[src/rtl/version_reporter.sv]
`timescale 1ns/1ps
// version_reporter: streams the build identity as a 14-byte framed packet on a valid/ready
// byte link. Define VERSION_BEACON_EN to add automatic frames every BEACON_PERIOD cycles.

package version_pkg;
  localparam logic [7:0]  C_VERSION_MAJOR  = 8'h00;
  localparam logic [7:0]  C_VERSION_MINOR  = 8'h00;
  localparam logic [7:0]  C_VERSION_PATCH  = 8'h00;
  localparam logic [7:0]  C_VERSION_BUILD  = 8'h34;
  localparam logic [15:0] C_VERSION_YEAR   = 16'h2025;
  localparam logic [7:0]  C_VERSION_MONTH  = 8'h11;
  localparam logic [7:0]  C_VERSION_DAY    = 8'h05;
  localparam logic [7:0]  C_VERSION_HOUR   = 8'h12;
  localparam logic [7:0]  C_VERSION_MINUTE = 8'h22;
  localparam logic [7:0]  C_VERSION_SECOND = 8'h09;
endpackage

module version_reporter
  import version_pkg::*;
#(
  parameter logic [7:0]  SYNC_BYTE     = 8'hA5,
  parameter int unsigned BEACON_PERIOD = 50_000_000
) (
  input  logic        clk,
  input  logic        rst_n,
  input  logic        req_i,
  input  logic [7:0]  status_i,
  output logic [7:0]  tx_data_o,
  output logic        tx_valid_o,
  input  logic        tx_ready_i,
  output logic        tx_last_o,
  output logic        busy_o,
  output logic        done_o,
  output logic [15:0] frame_count_o
);

  localparam logic [3:0] LAST_IDX = 4'd13;

  typedef enum logic [1:0] {
    S_IDLE,
    S_SEND,
    S_DONE
  } state_t;

  state_t      state_reg;
  logic [3:0]  index_reg;
  logic [7:0]  sum_reg;
  logic [7:0]  status_snap_reg;
  logic        pending_reg;
  logic [7:0]  tx_data_reg;
  logic        tx_valid_reg;
  logic        tx_last_reg;
  logic        busy_reg;
  logic        done_reg;
  logic [15:0] frame_count_reg;

  logic        beacon_tick;
  logic        start_req;
  logic        start_frame;
  logic        accept;
  logic [7:0]  sum_plus;
  logic [3:0]  next_index;

  // Byte at a given frame position; index 13 carries the checksum passed in as sum.
  function automatic logic [7:0] frame_byte(input logic [3:0] idx,
                                            input logic [7:0] snap,
                                            input logic [7:0] sum);
    logic [7:0] b;
    case (idx)
      4'd0:    b = SYNC_BYTE;
      4'd1:    b = C_VERSION_MAJOR;
      4'd2:    b = C_VERSION_MINOR;
      4'd3:    b = C_VERSION_PATCH;
      4'd4:    b = C_VERSION_BUILD;
      4'd5:    b = C_VERSION_YEAR[15:8];
      4'd6:    b = C_VERSION_YEAR[7:0];
      4'd7:    b = C_VERSION_MONTH;
      4'd8:    b = C_VERSION_DAY;
      4'd9:    b = C_VERSION_HOUR;
      4'd10:   b = C_VERSION_MINUTE;
      4'd11:   b = C_VERSION_SECOND;
      4'd12:   b = snap;
      default: b = sum;
    endcase
    return b;
  endfunction

`ifdef VERSION_BEACON_EN
  localparam int unsigned          BEACON_W    = $clog2(BEACON_PERIOD);
  localparam logic [BEACON_W-1:0]  BEACON_LAST = BEACON_W'(BEACON_PERIOD - 1);

  logic [BEACON_W-1:0] beacon_cnt_reg;

  always_ff @(posedge clk or negedge rst_n) begin
    if (!rst_n) begin
      beacon_cnt_reg <= '0;
    end else if (beacon_cnt_reg == BEACON_LAST) begin
      beacon_cnt_reg <= '0;
    end else begin
      beacon_cnt_reg <= beacon_cnt_reg + BEACON_W'(1);
    end
  end

  assign beacon_tick = (beacon_cnt_reg == BEACON_LAST);
`else
  assign beacon_tick = 1'b0;
`endif

  assign start_req  = req_i | beacon_tick;
  assign accept     = tx_valid_reg & tx_ready_i;
  assign sum_plus   = sum_reg + tx_data_reg;
  assign next_index = index_reg + 4'd1;

  // A queued request restarts straight out of DONE without passing through IDLE.
  assign start_frame = ((state_reg == S_IDLE) & (start_req | pending_reg)) |
                       ((state_reg == S_DONE) & pending_reg);

  always_ff @(posedge clk or negedge rst_n) begin
    if (!rst_n) begin
      state_reg       <= S_IDLE;
      index_reg       <= 4'd0;
      sum_reg         <= 8'd0;
      status_snap_reg <= 8'd0;
      pending_reg     <= 1'b0;
      tx_data_reg     <= 8'd0;
      tx_valid_reg    <= 1'b0;
      tx_last_reg     <= 1'b0;
      busy_reg        <= 1'b0;
      done_reg        <= 1'b0;
      frame_count_reg <= 16'd0;
    end else begin
      done_reg <= 1'b0;
      if (start_frame) begin
        state_reg       <= S_SEND;
        status_snap_reg <= status_i;
        sum_reg         <= 8'd0;
        index_reg       <= 4'd0;
        tx_data_reg     <= SYNC_BYTE;
        tx_valid_reg    <= 1'b1;
        tx_last_reg     <= 1'b0;
        busy_reg        <= 1'b1;
        // A request landing on the DONE restart cycle is itself a request while busy.
        pending_reg     <= (state_reg == S_DONE) ? start_req : 1'b0;
      end else begin
        case (state_reg)
          S_SEND: begin
            if (start_req) begin
              pending_reg <= 1'b1;
            end
            if (accept) begin
              if (index_reg == LAST_IDX) begin
                state_reg       <= S_DONE;
                tx_valid_reg    <= 1'b0;
                tx_last_reg     <= 1'b0;
                tx_data_reg     <= 8'd0;
                done_reg        <= 1'b1;
                frame_count_reg <= frame_count_reg + 16'd1;
              end else begin
                sum_reg     <= sum_plus;
                index_reg   <= next_index;
                tx_data_reg <= frame_byte(next_index, status_snap_reg, sum_plus);
                tx_last_reg <= (next_index == LAST_IDX);
              end
            end
          end
          S_DONE: begin
            pending_reg <= start_req;
            state_reg   <= S_IDLE;
            busy_reg    <= 1'b0;
          end
          default: begin
          end
        endcase
      end
    end
  end

  assign tx_data_o     = tx_data_reg;
  assign tx_valid_o    = tx_valid_reg;
  assign tx_last_o     = tx_last_reg;
  assign busy_o        = busy_reg;
  assign done_o        = done_reg;
  assign frame_count_o = frame_count_reg;

endmodule

[config.mk]
export PLATFORM = sky130hd
export DESIGN_NAME = version_reporter
export DESIGN_NICKNAME = d
export VERILOG_FILES = /design/src/rtl/version_reporter.sv
export SDC_FILE = /design/constraint.sdc
export NUM_CORES = 1
export LEC_CHECK = 0
export CAP_MARGIN = 20
export CORE_ASPECT_RATIO = 1.25
export CORE_MARGIN = 2
export CORE_UTILIZATION = 40
export DETAILED_ROUTE_END_ITERATION = 12
export MAX_ROUTING_LAYER = met4
export PLACE_DENSITY = 0.72
export SLEW_MARGIN = 20
export SYNTH_ARGS = -nofsm -noshare
export SYNTH_HDL_FRONTEND = slang
export SYNTH_SLANG_ARGS = --single-unit
[constraint.sdc]
create_clock -name clk -period 5.15 [get_ports clk]
set_input_delay 0.515 -clock clk [delete_from_list [all_inputs] [get_ports clk]]
set_output_delay 0.515 -clock clk [all_outputs]
set_load 0.01 [all_outputs]
# After elaboration in Yosys (flattened, before gate mapping)
# Cells that the tools add are included.
classes:
  add_sub_neg: 3
  n_eq_ne: 20
  mux: 35
  n_bitwise: 6
  n_reduce_logical: 14
op_table:
  columns: ["operator", "n"]
  rows:
  - ["8-bit one-hot mux with 11 select lines", 1]
  - ["8-bit two-way mux", 8]
  - ["4-bit == test (second input constant)", 7]
  - ["1-bit two-way mux", 17]
  - ["16-bit by 1-bit adder with 16-bit output (second input constant)", 1]
  - ["4-bit by 3-bit == test with 1-bit output (second input constant)", 4]
  - ["4-bit two-way mux", 4]
  - ["3-bit != test (second input constant)", 3]
  - ["3-bit AND reduction", 3]
  - ["8-bit adder", 1]
  - ["4-bit by 2-bit == test with 1-bit output (second input constant)", 2]
  - ["2-bit nonzero test", 4]
  - ["2-bit two-way mux", 3]
  - ["4-bit by 1-bit adder with 4-bit output (second input constant)", 1]
  - ["4-bit by 1-bit == test with 1-bit output (second input constant)", 1]
  - ["4-bit zero test", 1]
  - ["2-bit one-hot mux with 2 select lines", 1]
  - ["2-bit AND reduction", 2]
  - ["4-bit AND reduction", 1]
  - ["1-bit AND", 3]
  - ["3-bit nonzero test", 1]
  - ["3-bit OR reduction", 1]
  - ["2-bit by 1-bit == test with 1-bit output (second input constant)", 1]
  - ["2-bit == test (second input constant)", 1]
  - ["5 further kinds", 6]
totals:
  ff_bits: 51
  in_bits: 12
  out_inout_bits: 28
  elab_cells: 89

# Longest topological paths before layout
# Gate-level depths: netlist of the first run.
depth:
  word_depth: 8
  depth_mapped: 8
  mapped_depth_nobuf: 7

# Worst setup path before layout of the first run
# OpenSTA, ideal clock, no wires.
synth_timing:
  path_type: "flip-flop to flip-flop"
  startpoint: "reg tx_data_reg[0], in the netlist tx_data_o[0]"
  endpoint: "reg tx_data_reg[6], in the netlist tx_data_o[6]"
  setup_ns: 0.116
  arrival_time_ns: 1.935
  slack_ns: 3.100
  path_stages_with_launch: 8
  path_buffers: 0
  path_cell_list: "dfrtp_1 > ha_1 > fa_1 > a21o_1 > a21oi_1 > o21ai_0 > xnor2_1 > o311ai_0"
synth_via:
  elab_chain_cells: 6
synth_rtl:
  columns: ["element", "line_no", "source"]
  rows:
  - ["start, declared", "50", "logic [7:0] tx_data_reg;"]
  - ["start signal, assigned", "161", "tx_data_reg <= frame_byte(next_index, status_snap_reg, sum_plus);"]
  - ["8-bit adder", "111", "assign sum_plus = sum_reg + tx_data_reg;"]
  - ["8-bit one-hot mux with 11 select lines", "69", "case (idx)"]
  - ["8-bit two-way mux", "151", "if (index_reg == LAST_IDX) begin"]
  - ["8-bit two-way mux", "150", "if (accept) begin"]
  - ["8-bit two-way mux", "145", "case (state_reg)"]
  - ["8-bit two-way mux", "133", "if (start_frame) begin"]
# Every way passes these cells. The select of a mux whose other input is x is not followed.
# A chain may end at the register's enable or synchronous reset.

# Worst setup path in the final report of the first run
layout_timing:
  startpoint: "reg index_reg[1]"
  endpoint: "reg index_reg[2]"
layout_via:
  elab_chain_cells: 5
  word_cells_on_any_way: 8
  classes_between: "1 x add/sub; 2 x eq/ne; 4 x mux; 1 x reduce/logical"
layout_rtl:
  columns: ["element", "line_no", "source"]
  rows:
  - ["start, declared", "46", "logic [3:0] index_reg;"]
  - ["start signal, assigned", "160", "index_reg <= next_index;"]
  - ["4-bit by 1-bit adder with 4-bit output", "112", "assign next_index = index_reg + 4'd1;"]
  - ["4-bit two-way mux", "151", null]
  - ["4-bit two-way mux", "150", null]
  - ["4-bit two-way mux", "145", null]
  - ["4-bit two-way mux", "133", null]
# Parallel ways exist; a longest one is shown, timed or not. The select of a mux whose other input is x is not followed.

==> results of run 1 <==
==> layout by cell type, fill, tap and decap left out, types with 6 or more instances in the layout <==
cell             instances
nand2b_1                 6
mux2_2                   9
clkdlybuf4s50_1         38
nor2_1                  12
a21o_1                   7
ha_1                    13
dfrtp_1                 51
xor2_1                   8
nand3_1                 10
o21ai_0                 21
xnor2_1                 15
a21oi_1                 14
nand2_1                 28
inv_1                    6
clkbuf_8                 6
a22o_1                   6
==> through the flow <==
step                cell area [um2]  setup WS, ns  util [%]  total power [mW]
CTS                            3400          2.49      48.7             0.677
floorplan                      2870          3.10         -             0.416
global placement               3280          2.29      47.0             0.432
finish                         3400          2.44      48.7             0.674
detailed placement             3300          2.22      47.3             0.435
global route                   3400          2.20      48.7             0.698
==> worst max path at each step <==
stage,end,slack (ns),start
5_1_grt,index_reg[2],2.20,index_reg[1]
2_1_floorplan,tx_data_o[6],3.10,tx_data_o[0]
3_5_place_dp,index_reg[2],2.22,tx_ready_i
4_1_cts,index_reg[2],2.49,index_reg[1]
3_3_place_gp,index_reg[2],2.29,tx_ready_i
6_report,index_reg[2],2.44,index_reg[1]
==> area by class of cell <==
class / count / area, um2 / area share [%]
sequential: 51 / 1280 / 37.6
inverter: 6 / 22.5 / 0.663
clock buffer: 7 / 86.3 / 2.54
multi-input combinational: 208 / 1480 / 43.5
tap: 90 / 113 / 3.32
timing repair buffer: 41 / 413 / 12.2
clock inverter: 1 / 8.76 / 0.258
==> per-layer routing <==
layer	share of wire, %	vias up
met4	1.5	0
met1	46	1079
met5	0	-
met3	3.1	6
met2	49	40
li1	-	1074
==> power by group through the flow <==
stage / Combinational (mW) / Clock [mW] / Sequential (mW)
2_1_floorplan: 0.00314 / 0 / 0.412
5_1_grt: 0.0235 / 0.269 / 0.406
3_5_place_dp: 0.0217 / 0 / 0.413
6_report: 0.0210 / 0.248 / 0.405
4_1_cts: 0.0217 / 0.250 / 0.405
3_3_place_gp: 0.0195 / 0 / 0.413
==> kinds of logic (layout without fill, tap and decap cells) <==
| group | Yosys count | in the layout |
|---|---|---|
| DFF | 51 | 51 |
| and+or+nand+nor | 84 | 84 |
| adders and majority gates | 14 | 14 |
| xor gates and xnor gates | 24 | 24 |
| muxes | 10 | 10 |
| AOI/OAI and AO/OA | 76 | 76 |
| buffers and inverters | 17 | 55 |
==> critical path: stages (launching register included) <==
cell	delay, ns
dfrtp_1	0.48
inv_1	0.12
ha_1	0.20
and3_2	0.23
nor2_1	0.76
nor2_1	0.44
o21ai_0	0.24
o21ai_0	0.10
==> metrics, run 1 <==
cells on worst reg2reg path=7; vias=2,199; cts repair resizes=0; synthesized area=0.00287 mm2; Post-Route Skew=0.00674 ns; setup TNS=0 ns; post-synth top area share=44.5%; Yosys Warn Count=0; met2 usage=26.2%; GRT Total Usage=17.1%; critical path class=flop to flop; diode count=0; Synth Area in Compound Gates=17.7%; DIE AREA=0.00787 mm2; # placed instances=396; xor/xnor share of the synthesized area=7.85%; DRT antenna net count=0; DIE WIDTH=79.8 um; sw frac=22.1%; TritonCTS Buffers=5; drt pass-1 iters=4; hpwl dp=4650 um; peak supply drop=0.000108 V; clock sinks=51; final non-filler cell total=404; GPL Wtd Cong=0.865; top post-synthesis cells by count=dfrtp_1, nand2_1, o21ai_0; syn avg cell area=10.4 um2; Final period util=52.6%; Initial DRC Count=130; Combinational Power Share=3.1%; run status=finished, final reports clean; critical-path maximum fanout=15; CP startpoint kind=flop; vias in the first global route=2,032; fraction of layout cells with a size suffix above 1=9.55%; clk slew on worst S/H paths=0.10 ns; Most Crowded Layer GR=met2; largest family of logic cells by synthesized area=compound AO/OA/AOI/OAI gates; port bufs=39; endpoints failing setup=0; Hold Crit Class=primary input to asynchronous set/reset pin; ys flop type=dfrtp_1; Clock Power Share=36.8%; Pint=525 uW; sequential power share=60.1%; Die H=98.7 um; Post-CTS Hold Buffers=0; sequential share of the synthesized area=44.5%; reg2reg end=index_reg[2]; area delta synth->final=18.4%; hold slack=0.165 ns; worst-skew pair later-pin latency=0.31 ns; GR Util met1=23.1%; initial antenna violation count=0; average wire per standard cell=15.3 um; post-synthesis mux area share=3.88%; Setup Fix Bufs, Post-CTS=0; main area contributors after synthesis=dfrtp_1, ha_1, xnor2_1, nand2_1, o21ai_0; Initial Util=41.1%; DR DRC count=0; largest net degree at the start of global routing=31; routed vias/inst=5.44; row cnt=34; Final Max Slew Viols=0; number of flip-flops in the largest register=16; Synth Net Count=302; min cycle time layout=2.71 ns; post-synth top area cell=dfrtp_1; Fin. Hold Viols=0; asr flop ratio synth=100%; Post-Synth Adder-Cell Area=6.37%; WP data required=5.33 ns; r2r setup slk=2.44 ns; Leakage=1.43 nW; CORE AREA=0.00698 mm2; NumNets Final=339; clock root cell=clkbuf_8; NetSw=149 uW; GR Layer Usage met3=2.93%; Max-slew headroom=34.1%; filler cell count=682; Slew @ Worst Pin=0.984 ns; RSZ-0062 raised after global routing=false; TritonCTS clock tree=done; simple logic cell fraction of the synthesized area=15.7%; Seq cells post-synth=51; CTS H-tree depth=2; maxcap violations=0; Unique masters post-synth=55; Cells after Synth=276; Pwr Density=198 mW/mm2; most common cell in the synthesized netlist=dfrtp_1; number of synthesized flops with an enable pin=0; top-level I/O count=40; Worst Setup End Kind=flop; Total Wirelength=6200 um; Max clock buf depth=2; Fmax achieved=0.369 GHz; first-pass GRT wire length=10,400 um; Reg2Reg Launch Point=index_reg[1]; grt ovf=0; CP arrival=2.89 ns
(Power assumes the default switching activity.)
==> run 2, diff against run 1 <==
==> constraint.sdc (replaced) <==
create_clock -name clk -period 2.5 [get_ports clk]
set_input_delay 0.25 -clock clk [delete_from_list [all_inputs] [get_ports clk]]
set_output_delay 0.25 -clock clk [all_outputs]
set_load 0.01 [all_outputs]
==> metrics, run 2 (synthesis gave the netlist of run 1 again) <==
Slew @ Worst Pin=0.588 ns (was 0.984 ns); clock sinks=51 (unchanged); critical path class=flop to flop (unchanged); hpwl dp=4660 um (was 4650 um); most common cell after layout, fill and taps aside=dfrtp_1 (unchanged); clk slew on worst S/H paths=0.10 ns (about the same); DIE WIDTH=79.8 um (unchanged); sequential power share=61.2% (was 60.1%); Final Max Slew Viols=0 (unchanged); first-pass GRT wire length=10,400 um (about the same); min cycle time layout=2.20 ns (was 2.71 ns); DR DRC count=0 (unchanged); NetSw=312 uW (was 149 uW); worst-skew pair later-pin latency=0.32 ns (was 0.31 ns); most frequent cells in the layout=dfrtp_1, clkdlybuf4s50_1, nand2_1, o21ai_0, xnor2_1 (unchanged); Total Wirelength=6110 um (was 6200 um); largest net degree at the start of global routing=27 (was 31); Reg2Reg Launch Point=tx_data_o[1] (was index_reg[1]); Setup Fix Bufs, Post-CTS=0 (unchanged); Max-slew headroom=60.8% (was 34.1%); RSZ-0062 raised after global routing=false (unchanged); cells on worst reg2reg path=6 (was 7); TritonCTS clock tree=done (unchanged); area delta synth->final=20.0% (was 18.4%); drt pass-1 iters=4 (unchanged); DRT antenna net count=0 (unchanged); Final period util=88.1% (was 52.6%); reg2reg end=tx_data_o[7] (was index_reg[2]); Initial DRC Count=145 (was 130); CP startpoint kind=flop (unchanged); setup TNS=0 ns (unchanged); peak supply drop=0.000253 V (was 0.000108 V); row cnt=34 (unchanged); initial antenna violation count=0 (unchanged); Hold Crit Class=primary input to asynchronous set/reset pin (unchanged); TritonCTS Buffers=5 (unchanged); r2r setup slk=0.30 ns (was 2.44 ns); CP arrival=2.40 ns (was 2.89 ns); DIE AREA=0.00787 mm2 (unchanged); clock root cell=clkbuf_8 (unchanged); Leakage=1.46 nW (was 1.43 nW); top-level I/O count=40 (unchanged); Fmax achieved=0.454 GHz (was 0.369 GHz); Initial Util=41.1% (unchanged); routed vias/inst=5.41 (was 5.44); Post-Route Skew=0.0138 ns (was 0.00674 ns); average wire per standard cell=14.9 um (was 15.3 um); filler cell count=681 (was 682); Die H=98.7 um (unchanged); WP data required=2.70 ns (was 5.33 ns); vias=2,222 (was 2,199); pre-CTS setup slack=0.325 ns (was 2.22 ns); Pint=1.05 mW (was 525 uW); CORE AREA=0.00698 mm2 (unchanged); diode count=0 (unchanged); Worst Setup End Kind=flop (unchanged); Pwr Density=396 mW/mm2 (was 198 mW/mm2); Combinational Power Share=3.2% (was 3.1%); port bufs=39 (unchanged); Max clock buf depth=2 (unchanged); endpoints failing setup=0 (unchanged); Setup WS post-layout=0.298 ns (was 2.44 ns); GRT Total Usage=17.1% (about the same); grt ovf=0 (unchanged); run status=finished, final reports clean (unchanged); NumNets Final=346 (was 339); area occupied by multi-input gates=0.00148 mm2 (unchanged); fraction of layout cells with a size suffix above 1=11.5% (was 9.55%); Worst Setup SP=tx_data_o[1] (was index_reg[1]); CTS H-tree depth=2 (unchanged); maxcap violations=0 (unchanged); Fin. Hold Viols=0 (unchanged); sw frac=22.9% (was 22.1%); number of flip-flops in the largest register=16 (unchanged); Clock Power Share=35.5% (was 36.8%); GPL Wtd Cong=0.851 (was 0.865); register area=0.00128 mm2 (unchanged); vias in the first global route=2,140 (was 2,032); critical-path maximum fanout=4 (was 15)
run 2: final cells by class:
type                    count  share of cell area, %
inverters                   6                  0.654
flip-flops and latches     51                   37.1
repair buffers             48                   13.6
multi-input cells         208                   42.9
clock buffers               5                   2.00
well taps                  90                   3.27
clock inverters             3                  0.545
run 2: power by group through the flow:
stage | sequential (mW) | combinational, mW | clock, mW
6_report | 0.835 | 0.0442 | 0.485
5_1_grt | 0.836 | 0.0503 | 0.529
3_5_place_dp | 0.851 | 0.0451 | 0
3_3_place_gp | 0.851 | 0.0442 | 0
4_1_cts | 0.835 | 0.0464 | 0.505
2_1_floorplan | 0.850 | 0.00646 | 0
run 2: how the worst max path moves through the flow:
stage	endpoint	slack (ns)	cells after the start
6_report	tx_data_o[7]	0.30	6
5_1_grt	tx_data_o[7]	0.18	6
4_1_cts	tx_data_o[6]	0.29	7
3_5_place_dp	tx_data_o[6]	0.32	7
3_3_place_gp	tx_data_o[6]	0.37	7
2_1_floorplan	tx_data_o[6]	0.45	7
run 2: timing repair:
| action | CTS | global route |
|---|---|---|
| gates resized for setup | 0 | 0 |
| endpoints found under the hold margin | 25 | 0 |
| hold buffers | 1 | 0 |
run 2: through the flow:
step / util, % / power (mW) / hold WS (ns) / instances / instance area (um2)
6_report: 49.4 / 1.36 / 0.470 / 411 / 3440
3_5_place_dp: 48.0 / 0.897 / 0.296 / 402 / 3350
2_1_floorplan: - / 0.856 / -0.0456 / 276 / 2870
5_1_grt: 49.4 / 1.42 / 0.491 / 411 / 3440
3_3_place_gp: 48.0 / 0.895 / 0.290 / 402 / 3350
4_1_cts: 49.4 / 1.39 / 0.482 / 411 / 3440
run 2: critical path, cell delays in order (launching register included):
cell and delay (ns):
dfrtp_1 0.45, ha_1 0.35, a211oi_1 0.29, o21ai_1 0.11, o21ai_1 0.20, xnor3_2 0.31
a311o_1 0.37
run 2: per-layer routing:
metal	wire [um]	global-route usage (%)
met5	0	-
met4	116	5.48
met3	138	2.75
met2	3050	27.2
met1	2800	22.4
